==> src/rtl/tick_period_monitor.sv <==
// -----------------------------------------------------------------------------
// tick_period_monitor
//   Receive-side checker for single-cycle tick strobes coming from a clock
//   divider in the same clock domain. Measures the clk-cycle spacing between
//   ticks, reports each measured period, flags early ticks and late/missing
//   ticks, and asserts locked after LOCK_COUNT consecutive in-window periods.
//
// Parameters
//   EXP_PERIOD  expected tick spacing in clk cycles (>= 2)
//   TOL         allowed +/- deviation in cycles (< EXP_PERIOD)
//   LOCK_COUNT  consecutive good periods required to assert locked (>= 1)
//   CNT_W       period counter width (2**CNT_W > EXP_PERIOD+TOL)
//
// Ports
//   clk           in   1      system clock, rising edge
//   reset_n       in   1      asynchronous active-low reset
//   enable        in   1      monitor enable, low forces IDLE
//   tick_in       in   1      tick strobe, one cycle high per tick
//   period        out  CNT_W  last measured period (holds between reports)
//   period_valid  out  1      one-cycle pulse, period updated
//   locked        out  1      high while tick stream is in window
//   err_early     out  1      one-cycle pulse, period < EXP_PERIOD-TOL
//   err_late      out  1      one-cycle pulse, no tick by EXP_PERIOD+TOL
//   err_clr       in   1      (TICK_ERR_CNT_EN only) synchronous error count clear
//   err_cnt       out  8      (TICK_ERR_CNT_EN only) saturating error count
//
// Optional feature macro: TICK_ERR_CNT_EN adds the err_clr/err_cnt error counter.
// -----------------------------------------------------------------------------
module tick_period_monitor #(
  parameter int EXP_PERIOD = 3,
  parameter int TOL        = 0,
  parameter int LOCK_COUNT = 4,
  parameter int CNT_W      = 8
) (
  input  logic             clk,
  input  logic             reset_n,
  input  logic             enable,
  input  logic             tick_in,
  output logic [CNT_W-1:0] period,
  output logic             period_valid,
  output logic             locked,
  output logic             err_early,
  output logic             err_late
`ifdef TICK_ERR_CNT_EN
  ,
  input  logic             err_clr,
  output logic [7:0]       err_cnt
`endif
);

  localparam int GW = $clog2(LOCK_COUNT + 1);
  localparam logic [CNT_W-1:0] EXP_LO   = CNT_W'(EXP_PERIOD - TOL);
  localparam logic [CNT_W-1:0] EXP_HI   = CNT_W'(EXP_PERIOD + TOL);
  localparam logic [GW-1:0]    LOCK_VAL = GW'(LOCK_COUNT);

  typedef enum logic [1:0] {
    ST_IDLE       = 2'd0,
    ST_WAIT_FIRST = 2'd1,
    ST_MEASURE    = 2'd2,
    ST_LOCKED     = 2'd3
  } state_t;

  state_t           r_state;
  state_t           w_next_state;
  logic [CNT_W-1:0] r_cnt;
  logic [CNT_W-1:0] w_cnt_nxt;
  logic [GW-1:0]    r_good_cnt;
  logic [GW-1:0]    w_good_nxt;
  logic [GW-1:0]    w_good_inc;
  logic [CNT_W-1:0] w_period_p;
  logic             w_report;
  logic             w_early;
  logic             w_late;

  logic [CNT_W-1:0] r_period;
  logic             r_period_valid;
  logic             r_locked;
  logic             r_err_early;
  logic             r_err_late;

  // cnt counts cycles since the last tick minus one, so the period is cnt+1.
  assign w_period_p = r_cnt + CNT_W'(1);
  assign w_good_inc = r_good_cnt + GW'(1);

  // Next-state, counter and event decode.
  always_comb begin
    w_next_state = r_state;
    w_cnt_nxt    = r_cnt;
    w_good_nxt   = r_good_cnt;
    w_report     = 1'b0;
    w_early      = 1'b0;
    w_late       = 1'b0;
    if (!enable) begin
      // enable low dominates everything, including a same-cycle tick
      w_next_state = ST_IDLE;
      w_cnt_nxt    = {CNT_W{1'b0}};
      w_good_nxt   = {GW{1'b0}};
    end else begin
      case (r_state)
        ST_IDLE: begin
          w_next_state = ST_WAIT_FIRST;
          w_cnt_nxt    = {CNT_W{1'b0}};
          w_good_nxt   = {GW{1'b0}};
        end
        ST_WAIT_FIRST: begin
          w_cnt_nxt = {CNT_W{1'b0}};
          if (tick_in) begin
            w_next_state = ST_MEASURE;
          end else begin
            w_next_state = ST_WAIT_FIRST;
          end
        end
        ST_MEASURE, ST_LOCKED: begin
          if (tick_in) begin
            w_report  = 1'b1;
            w_cnt_nxt = {CNT_W{1'b0}};
            if (w_period_p < EXP_LO) begin
              w_early      = 1'b1;
              w_good_nxt   = {GW{1'b0}};
              w_next_state = ST_MEASURE;
            end else if (r_state == ST_LOCKED) begin
              w_next_state = ST_LOCKED;
            end else if (w_good_inc >= LOCK_VAL) begin
              w_good_nxt   = LOCK_VAL;
              w_next_state = ST_LOCKED;
            end else begin
              w_good_nxt   = w_good_inc;
              w_next_state = ST_MEASURE;
            end
          end else if (w_period_p == EXP_HI) begin
            // Deadline cycle without a tick: a later tick restarts measurement.
            w_late       = 1'b1;
            w_cnt_nxt    = {CNT_W{1'b0}};
            w_good_nxt   = {GW{1'b0}};
            w_next_state = ST_WAIT_FIRST;
          end else begin
            w_cnt_nxt = r_cnt + CNT_W'(1);
          end
        end
        default: begin
          w_next_state = ST_IDLE;
          w_cnt_nxt    = {CNT_W{1'b0}};
          w_good_nxt   = {GW{1'b0}};
        end
      endcase
    end
  end

  // State, counters and registered outputs.
  always_ff @(posedge clk or negedge reset_n) begin
    if (!reset_n) begin
      r_state        <= ST_IDLE;
      r_cnt          <= {CNT_W{1'b0}};
      r_good_cnt     <= {GW{1'b0}};
      r_period       <= {CNT_W{1'b0}};
      r_period_valid <= 1'b0;
      r_locked       <= 1'b0;
      r_err_early    <= 1'b0;
      r_err_late     <= 1'b0;
    end else begin
      r_state        <= w_next_state;
      r_cnt          <= w_cnt_nxt;
      r_good_cnt     <= w_good_nxt;
      r_period       <= w_report ? w_period_p : r_period;
      r_period_valid <= w_report;
      r_locked       <= (w_next_state == ST_LOCKED);
      r_err_early    <= w_early;
      r_err_late     <= w_late;
    end
  end

  assign period       = r_period;
  assign period_valid = r_period_valid;
  assign locked       = r_locked;
  assign err_early    = r_err_early;
  assign err_late     = r_err_late;

`ifdef TICK_ERR_CNT_EN
  logic [7:0] r_err_cnt;

  // Saturating error counter; it steps on the same edge that raises err_*.
  always_ff @(posedge clk or negedge reset_n) begin
    if (!reset_n) begin
      r_err_cnt <= 8'd0;
    end else if (err_clr) begin
      r_err_cnt <= 8'd0;
    end else if ((w_early || w_late) && (r_err_cnt != 8'hFF)) begin
      r_err_cnt <= r_err_cnt + 8'd1;
    end else begin
      r_err_cnt <= r_err_cnt;
    end
  end

  assign err_cnt = r_err_cnt;
`endif

endmodule

==> config.mk <==
export PLATFORM = sky130hd
export DESIGN_NAME = tick_period_monitor
export DESIGN_NICKNAME = d
export VERILOG_FILES = /design/src/rtl/tick_period_monitor.sv
export SDC_FILE = /design/constraint.sdc
export NUM_CORES = 1
export LEC_CHECK = 0
export CAP_MARGIN = 20
export CORE_ASPECT_RATIO = 1.25
export CORE_MARGIN = 2
export CORE_UTILIZATION = 34
export CTS_BUF_LIST = sky130_fd_sc_hd__clkbuf_4
export DETAILED_ROUTE_END_ITERATION = 10
export PLACE_DENSITY = 0.61
export SKIP_LAST_GASP = 1
export SLEW_MARGIN = 20
export SYNTH_ARGS = -nofsm -noshare
export SYNTH_HDL_FRONTEND = slang
export SYNTH_SLANG_ARGS = --single-unit
==> constraint.sdc <==
create_clock -name clk -period 1.86 [get_ports clk]
set_input_delay 0.279 -clock clk [delete_from_list [all_inputs] [get_ports clk]]
set_output_delay 0.279 -clock clk [all_outputs]
set_load 0.05 [all_outputs]
==> summary.txt, run 1 <==
GRT
  • First-pass GRT wire length: 4.402 mm
  • Vias in the first global route: 980
  • Grt ovf: 0
  • Initial antenna violation count: 0
  • Largest net degree at the start of global routing: 26
  • Gr usage total: 0.1346

Clock network
  • CTS tree: yes
  • TritonCTS Buffers: 3
  • CTS Sinks: 25
  • Worst-path clk slew: approximately 130 ps
  • Clk_lat worst skew: 310 ps
  • Hold-fix buffers, CTS: 0
  • # H-tree levels: 1
  • Bufs on Longest Clock Path: 2
  • CTS root buffer: clkbuf_4
  • Post-CTS Setup Bufs: 0

Placement
  • Dpl cells: 184
  • Placer congestion estimate: a little over 0.8
  • Hpwl dp: 1.894 mm
  • I/O Buffers: 15
  • Post-Place Setup Slack: -37.24 ps

Cells and area
  • Final std cells w/o fill: 188
  • Diodes inserted: 0
  • Multi-input gate area: 638.1 sq um
  • Register area: 628.1 sq um
  • Layout Utilization: 0.4566
  • Fillers: approximately 340
  • Nets: 157
  • Share of cells above drive strength 1: 0.2148
  • Synth-to-layout area growth: 27.94%

Timing
  • Final Cycle Share: 0.9600
  • Period minus WS final: between 1500 and 2000 ps
  • Max Clock Skew: just under 6 ps
  • Setup_tns: 0 ps
  • Unrepaired setup endpoints after global routing: yes
  • Final setup vio count: 0
  • Hold Vio Cnt, Final: 0
  • Fmax: ~560 MHz
  • Worst Tran Pin Value: 499.3 ps
  • Final slew viol count: 0
  • Final worst setup slack: 74.47 ps
  • Max_slew headroom: 0.6661

Job
  • Number of max-cap violations: 0

Worst setup path
  • WP data arrival: 1990 ps
  • Critical path's top delay family: compound AO/OA/AOI/OAI gates
  • Setup Crit Path Kind: reg2reg
  • Critical path cell sequence: and3_4 > a311oi_2 > o2111ai_4 > buf_6 > o2111ai_1 > a22oi_1
  • Max incr delay on CP: 490 ps
  • Slowest cell on crit path: dfrtp_2
  • Buf+Inv Stages, Crit Path: 1
  • Worst-path fanout max: 7
  • Critical path endpoint category: flop
  • Critical Path RT: around 2100 ps
  • Startpoint Class: flop

Power and ir drop
  • Leak: roughly 0.66 nW
  • Peak supply drop: 308.0 uV
  • Pwr dens: 588.7 mW/mm^2
  • Total power: 0.9443 mW

Route
  • DR WL/cell: 14.15 um
  • DRT Pass-1 Iters: 4
  • Vias per cell: 5.372
  • Initial DRC count: 19
  • Post-route ant nets: 0
  • DR DRC count: 0
  • Vias post-DR: 1010
  • Total Routed Length: 2.661 mm

Hold path
  • Hold Crit Class: in2async

Yosys
  • Cell with the most instances after synthesis: dfrtp_1
  • Mapped Cells: 125
  • Top cells by count, synth: dfrtp_1, nand2_1, o21ai_0, inv_1, nor2_1
  • Yosys reg bits: 25
  • Top-area cell type share of the netlist area: 0.4990
  • Post-synth top area cell: dfrtp_1
  • Synth top area cells: dfrtp_1, xnor2_1, o21ai_0
  • Synthesized Nets: 132
  • Synth Cell Area: 0.001254 sq mm
  • Synth Warn #: 0
  • Library cells used by synthesis: 35
  • Number of flops mapped to enable cells by yosys: 0
  • Register area share after synthesis: 0.4990
  • Ys async rst share: 1.000
  • Main flop type after synthesis: dfrtp_1
  • Mapped Avg Cell Area: about 10 sq um

Die
  • Die area: between 0.004 and 0.005 sq mm
  • Ports: 16
  • Initial Util: 0.3568
  • Std cell rows: 24
  • Core footprint: roughly 0.0035 sq mm
  • Die Span Y: roughly 72 um
  • Die W: about 58 um

Outcome
  • Status: finished, final reports clean
==> worst register-to-register path, cell delays in order, from the launching register on <==
cell       delay (ps)
dfrtp_2           490
and3_4            190
a311oi_2          350
o2111ai_4         170
buf_6             170
o2111ai_1         210
a22oi_1           100
==> report_power, final <==
group          internal [mW]  leakage (nW)  switching (mW)
combinational         0.0449         0.302          0.0794
clock                 0.0983        0.0184           0.151
sequential             0.558         0.341          0.0125
total                  0.701         0.661           0.243
==> cells by family after synthesis <==
| logic type | after synthesis | synth area share |
|---|---|---|
| DFF | 25 | 0.4990 |
| xor gates and xnor gates | 9 | 0.06288 |
| AOI/OAI and AO/OA | 30 | 0.1747 |
| adders and majority gates | 3 | 0.02994 |
| and+or+nand+nor | 45 | 0.1856 |
| buffers and inverters | 13 | 0.04791 |
==> layout make-up <==
class,instances,share of cell area
multi-input cells,87,0.3978
flip-flops and latches,25,0.3916
repair buffers,25,0.1427
well taps,39,0.03042
clock buffers,4,0.01872
inverters,8,0.01872
==> final timing paths <==
check                                      start  slack [ps]                        end  cells after the start
max                           r_cnt[3]$_DFF_PN0_          70           locked$_DFF_PN0_                      6
min                                      reset_n         320  r_good_cnt[0]$_DFFE_PN0P_                      2
max reg2reg                   r_cnt[3]$_DFF_PN0_          70           locked$_DFF_PN0_                      6
min reg2reg                period[0]$_DFFE_PN0P_         500      period[0]$_DFFE_PN0P_                      2
max in group asynchronous                reset_n        1280         r_cnt[3]$_DFF_PN0_                      2
min in group clk           period[0]$_DFFE_PN0P_         500      period[0]$_DFFE_PN0P_                      2
==> layer usage <==
layer	share of wire	GRT usage	wire (um)
met1	0.45	0.1782	1198
met5	0	0	0
met2	0.50	0.2185	1339
met4	0.014	0.06202	37
met3	0.032	0.01604	85
==> cells in the final DEF, fill, tap and decap left out, types with 4 or more instances in the layout <==
cell type / count
xnor2_1: 6
inv_1: 8
dfrtp_1: 23
nand3_1: 4
nand2_1: 13
nor2_1: 8
nor3_1: 7
o21ai_0: 12
buf_4: 9
clkbuf_4: 4
clkdlybuf4s50_1: 15
==> per-stage QoR <==
step,hold slack [ps],area [sq um]
floorplan,-16.59,1254
global placement,471.4,1498
detailed placement,474.6,1498
CTS,325.8,1528
global route,344.2,1604
finish,322.6,1604
==> timing repair <==
action	4_1_cts	5_1_grt
pin swaps	0	2
resized for setup	1	16
setup endpoints to repair	6	11
hold endpoints to repair	0	0
==> flip-flops by register name (all words and copies together), names as in the netlist <==
signal	cells
r_state	2
r_good_cnt	3
locked	1
err_early	1
err_late	1
r_cnt	8
period_valid	1
period	8
Note: power is estimated with default switching activity, not from simulation.
==> run 2: changes to the inputs <==
- CORE_ASPECT_RATIO: 1.25 -> unset
==> run 2 against run 1 <==
  * Clock skew shrank 3.0 ps
  * Clock-buffer cell count stayed put
  * First-iteration DRC count rose to 3.8 times the previous value
  * Worst setup slack worse by 20 ps
  * Die area about the same
==> summary.txt, run 2 (same netlist as run 1, synthesis figures left out) <==
Power and ir drop
  • Peak supply drop: approximately 210 uV
  • Flop pwr share: 0.597
  • Clk pwr share: 0.273
  • Combinational Power Share: 0.130
  • Switch share: 0.2662
  • Net Sw Power: 0.2545 mW
  • Pwr dens: 570.7 mW/mm^2
  • Leak: 0.7058 nW
  • Total power: 0.9561 mW
  • Total internal power: roughly 0.70 mW

GRT
  • Initial antenna violation count: 1
  • Gr usage total: 0.1403
  • Grt ovf: 0
  • First-pass GRT wire length: 4.360 mm
  • Vias in the first global route: 966
  • Largest net degree at the start of global routing: 26

Route
  • DR WL/cell: 12.87 um
  • Vias post-DR: 1008
  • DR DRC count: 0
  • Total Routed Length: about 2.6 mm
  • Post-route ant nets: 0
  • DRT Pass-1 Iters: 4
  • Vias per cell: 4.966
  • Initial DRC count: 73

Cells and area
  • Fillers: 326
  • Final std cells w/o fill: 203
  • Synth-to-layout area growth: 33.63%
  • Most frequent cells in the layout: dfrtp_1, clkdlybuf4s50_1, nand2_1
  • Nets: 162
  • Share of cells above drive strength 1: 0.2273
  • Layout Utilization: 0.4646
  • Commonest non-fill, non-tap cell in the layout: dfrtp_1

Worst setup path
  • Buf+Inv Stages, Crit Path: 0
  • Critical path cell sequence: ha_4 > xnor2_2 > a21boi_4 > o2111ai_4 > or2_4 > a221oi_2
  • WP data arrival: ~2100 ps
  • Max incr delay on CP: 440 ps
  • Worst-path fanout max: 5
  • Setup Crit Path Kind: reg2reg
  • Critical Path RT: between 2000 and 2500 ps
  • Critical path's top delay family: compound AO/OA/AOI/OAI gates
  • Critical path endpoint category: flop
  • Slowest cell on crit path: dfrtp_1
  • Startpoint Class: flop

Clock network
  • # H-tree levels: 1
  • CTS tree: yes
  • Hold-fix buffers, CTS: 0
  • Bufs on Longest Clock Path: 2
  • CTS root buffer: clkbuf_4
  • TritonCTS Buffers: 3
  • Worst-path clk slew: 130 ps
  • Clk_lat worst skew: 330 ps
  • CTS Sinks: 25

Die
  • Core footprint: 0.003606 sq mm
  • Ports: 16
  • Die Span Y: roughly 65 um
  • Std cell rows: 22
  • Initial Util: 0.3477
  • Die W: 64.73 um
  • Die area: 0.004189 sq mm

Timing
  • Final worst setup slack: 54.29 ps
  • Final setup vio count: 0
  • Max_slew headroom: 0.6652
  • Fmax: 553.8 MHz
  • Unrepaired setup endpoints after global routing: yes
  • Max Clock Skew: 2.914 ps
  • Worst Tran Pin Value: 500.6 ps
  • Final slew viol count: 0
  • Period minus WS final: 1806 ps
  • Final Cycle Share: 0.9708
  • Hold Vio Cnt, Final: 0

Placement
  • Dpl cells: 196
  • I/O Buffers: 15
  • Placer congestion estimate: 0.8293
  • Hpwl dp: 1.825 mm
  • Post-Place Setup Slack: -95.27 ps

Job
  • Number of max-cap violations: 0

Hold path
  • Hold Crit Class: in2async

Outcome
  • Status: finished, final reports clean
==> run 2: final cells by class <==
| type | instances | area (sq um) | area share |
|---|---|---|---|
| tap | 48 | 60.06 | 0.03585 |
| antenna | 1 | 2.502 | 0.001494 |
| clock buffer | 4 | 30.03 | 0.01792 |
| timing repair buffer | 30 | 274.0 | 0.1636 |
| multi-input combinational | 87 | 651.9 | 0.3891 |
| inverter | 8 | 30.03 | 0.01792 |
| sequential | 25 | 626.9 | 0.3742 |
==> run 2: final timing paths <==
kind,depth (start not counted),start,slack [ps],end
setup / recovery,6,r_cnt[0]$_DFF_PN0_,50,r_state[0]$_DFF_PN0_
hold / removal,2,reset_n,300,period[4]$_DFFE_PN0P_
setup reg to reg,6,r_cnt[0]$_DFF_PN0_,50,r_state[0]$_DFF_PN0_
hold reg to reg,2,period[7]$_DFFE_PN0P_,490,period[7]$_DFFE_PN0P_
max in group asynchronous,2,reset_n,1310,r_cnt[2]$_DFF_PN0_
min in group clk,2,period[7]$_DFFE_PN0P_,490,period[7]$_DFFE_PN0P_
==> run 2: metal layers <==
| metal | global-route usage | wire (um) |
|---|---|---|
| met3 | 0.02431 | 57 |
| met2 | 0.2101 | 1210 |
| met1 | 0.1729 | 1240 |
| met4 | 0.1223 | 105 |
| met5 | 0 | 0 |
==> run 2: power by group through the flow <==
| stage | sequential [mW] | clock, mW | combinational, mW |
|---|---|---|---|
| 2_1_floorplan | 0.616 | 0 | 0.0329 |
| 3_3_place_gp | 0.579 | 0 | 0.120 |
| 3_5_place_dp | 0.582 | 0 | 0.122 |
| 4_1_cts | 0.571 | 0.268 | 0.122 |
| 5_1_grt | 0.574 | 0.291 | 0.136 |
| 6_report | 0.571 | 0.261 | 0.124 |
==> run 2: repair_timing <==
action                     CTS  global route
pin swaps                    1             7
buffers inserted             1             1
setup endpoints to repair   10            11
gates resized for setup      4            15
==> run 2: through the flow <==
| stage | TNS [ps] | hold WS (ps) | instance area [sq um] |
|---|---|---|---|
| floorplan | 0 | -16.59 | 1254 |
| global placement | -42.53 | 460.5 | 1531 |
| detailed placement | -558.5 | 471.7 | 1531 |
| CTS | 0 | 307.9 | 1582 |
| global route | -149.2 | 310.7 | 1675 |
| finish | 0 | 295.1 | 1675 |
==> run 3: changes to the inputs <==
- ABC_CLOCK_PERIOD_IN_PS: unset -> 1860
- PLACE_DENSITY: 0.61 -> unset
- PLACE_DENSITY_LB_ADDON: unset -> 0.05
==> run 3 against run 2 <==
  * Critical path depth is the same
  * First-iteration DRC count shrank 59%
  * Hold slack gained 2.0 ps
  * Register-to-register slack is essentially flat
  * Combinational power grew 3%
  * Sequential share of layout area shrank 0.58 points
  * Sequential power is essentially flat
  * Largest cell class unchanged
  * Highest routed layer unchanged
==> summary.txt, run 3 (same netlist as run 1, synthesis figures left out) <==
Worst setup path
  • Critical path endpoint category: flop
  • FF-to-FF End: r_state[0]$_DFF_PN0_
  • Worst reg2reg path depth: 6
  • Startpoint Class: flop
  • Worst-path fanout max: 5
  • Critical Path RT: between 2000 and 2500 ps
  • Setup Crit Path Kind: reg2reg
  • Reg2Reg Setup Slack: 60 ps
  • WP data arrival: approximately 2100 ps
  • Critical R2R Launch: r_cnt[0]$_DFF_PN0_

Clock network
  • # H-tree levels: 1
  • TritonCTS Buffers: 3
  • Bufs on Longest Clock Path: 2
  • CTS Sinks: 25
  • Worst-path clk slew: 140 ps
  • CTS root buffer: clkbuf_4
  • CTS tree: yes
  • Clk_lat worst skew: roughly 330 ps

Placement
  • Hpwl dp: 1.895 mm
  • I/O Buffers: 15
  • Placer congestion estimate: 0.8532
  • Post-Place Setup Slack: -169.3 ps
  • DP Area: ~0.0015 sq mm

Power and ir drop
  • Peak supply drop: 187.2 uV
  • Leak: between 0.7 and 0.8 nW
  • Pwr dens: 566.8 mW/mm^2

Timing
  • Final worst setup slack: between 60 and 70 ps
  • Fmax: about 560 MHz
  • Max_slew headroom: 0.6646
  • Setup_tns: 0 ps
  • Hold Vio Cnt, Final: 0
  • Hold Slack: a little under 300 ps
  • Final setup vio count: 0
  • Unrepaired setup endpoints after global routing: yes
  • Max Clock Skew: between 10 and 15 ps
  • Final slew viol count: 0
  • Final Cycle Share: 0.9664
  • Period minus WS final: 1797 ps
  • Worst Tran Pin Value: 501.5 ps

Route
  • Post-route ant nets: 0
  • Vias post-DR: between 900 and 1000
  • Vias per cell: roughly 4.9
  • Initial DRC count: 30
  • DR WL/cell: between 10 and 15 um
  • DR DRC count: 0
  • DRT Pass-1 Iters: 4
  • Total Routed Length: around 2.7 mm

Cells and area
  • Most frequent cells in the layout: dfrtp_1, clkdlybuf4s50_1, nand2_1, buf_4, o21ai_0
  • Commonest non-fill, non-tap cell in the layout: dfrtp_1
  • Diodes inserted: 0
  • Fillers: 337
  • Finished Cell Area: roughly 0.0017 sq mm
  • Layout Utilization: 0.4719
  • Nets: 162
  • Share of cells above drive strength 1: 0.2532
  • Synth-to-layout area growth: 35.73%

Die
  • Die W: around 65 um
  • Ports: 16
  • Std cell rows: 22
  • Initial Util: 0.3477
  • Core footprint: 0.003606 sq mm
  • Die area: 0.004189 sq mm
  • Die Span Y: around 65 um

GRT
  • First-pass GRT wire length: 4.533 mm
  • Vias in the first global route: slightly above 1000
  • Largest net degree at the start of global routing: 26
  • Initial antenna violation count: 0
  • Grt ovf: 0
  • Gr usage total: 0.1431

Hold path
  • Hold Crit Class: in2async

Outcome
  • Status: finished, final reports clean

Job
  • Number of max-cap violations: 0
run 3: changes by cell type in the layout (fill, tap and decap cells not counted), sizes merged:
cell / change
clkdlybuf4s50: -1
diode: -1
dlymetal6s2s: +1
run 3: metal layers:
metal  part of all wire  GRT usage  up-vias
met3              0.035    0.02778        9
met5                  0          0        -
met1               0.49     0.1847      458
met4              0.030    0.08777        0
met2               0.44     0.2204       24
li1                   -          -      504
run 3: repair_timing:
action | in CTS | in global routing
setup endpoints to repair | 12 | 11
buffers inserted | 2 | 0
hold buffers | 0 | 0
gates resized for setup | 6 | 19
pin swaps | 2 | 5
run 3: worst max-delay path, cell delays in order (launching register included):
cell and delay [ps]:
dfrtp_1 450, ha_4 210, xnor2_4 170, a21boi_4 220
o2111ai_4 170, or2_4 280, a221oi_2 220
run 3: layout make-up:
class | count | area [sq um] | share of cell area
multi-input cells | 87 | 681.9 | 0.4007
flip-flops and latches | 25 | 626.9 | 0.3684
repair buffers | 30 | 272.8 | 0.1603
well taps | 48 | 60.06 | 0.03529
clock buffers | 4 | 30.03 | 0.01765
inverters | 8 | 30.03 | 0.01765
run 3: per-stage QoR:
stage	power (mW)	cells
2_1_floorplan	0.6489	125
3_3_place_gp	0.7026	196
3_5_place_dp	0.7031	196
4_1_cts	0.9702	202
5_1_grt	1.015	202
6_report	0.9645	202
run 3: power by group:
part	internal, mW	switching (mW)	leakage (nW)
sequential	0.558	0.0129	0.343
clock	0.0988	0.167	0.0184
combinational	0.0462	0.0813	0.360
total	0.703	0.261	0.721
run 3: how the worst max path moves through the flow:
stage | start | endpoint | slack [ps] | cells past startpoint
3_3_place_gp | r_cnt[0]$_DFF_PN0_ | r_good_cnt[2]$_DFFE_PN0P_ | -50 | 7
5_1_grt | r_cnt[0]$_DFF_PN0_ | r_state[1]$_DFF_PN0_ | -10 | 7
3_5_place_dp | r_cnt[0]$_DFF_PN0_ | r_good_cnt[1]$_DFFE_PN0P_ | -170 | 7
6_report | r_cnt[0]$_DFF_PN0_ | r_state[0]$_DFF_PN0_ | 60 | 6
4_1_cts | r_cnt[0]$_DFF_PN0_ | r_good_cnt[1]$_DFFE_PN0P_ | 6 | 7
2_1_floorplan | r_cnt[0]$_DFF_PN0_ | r_good_cnt[2]$_DFFE_PN0P_ | 30 | 7
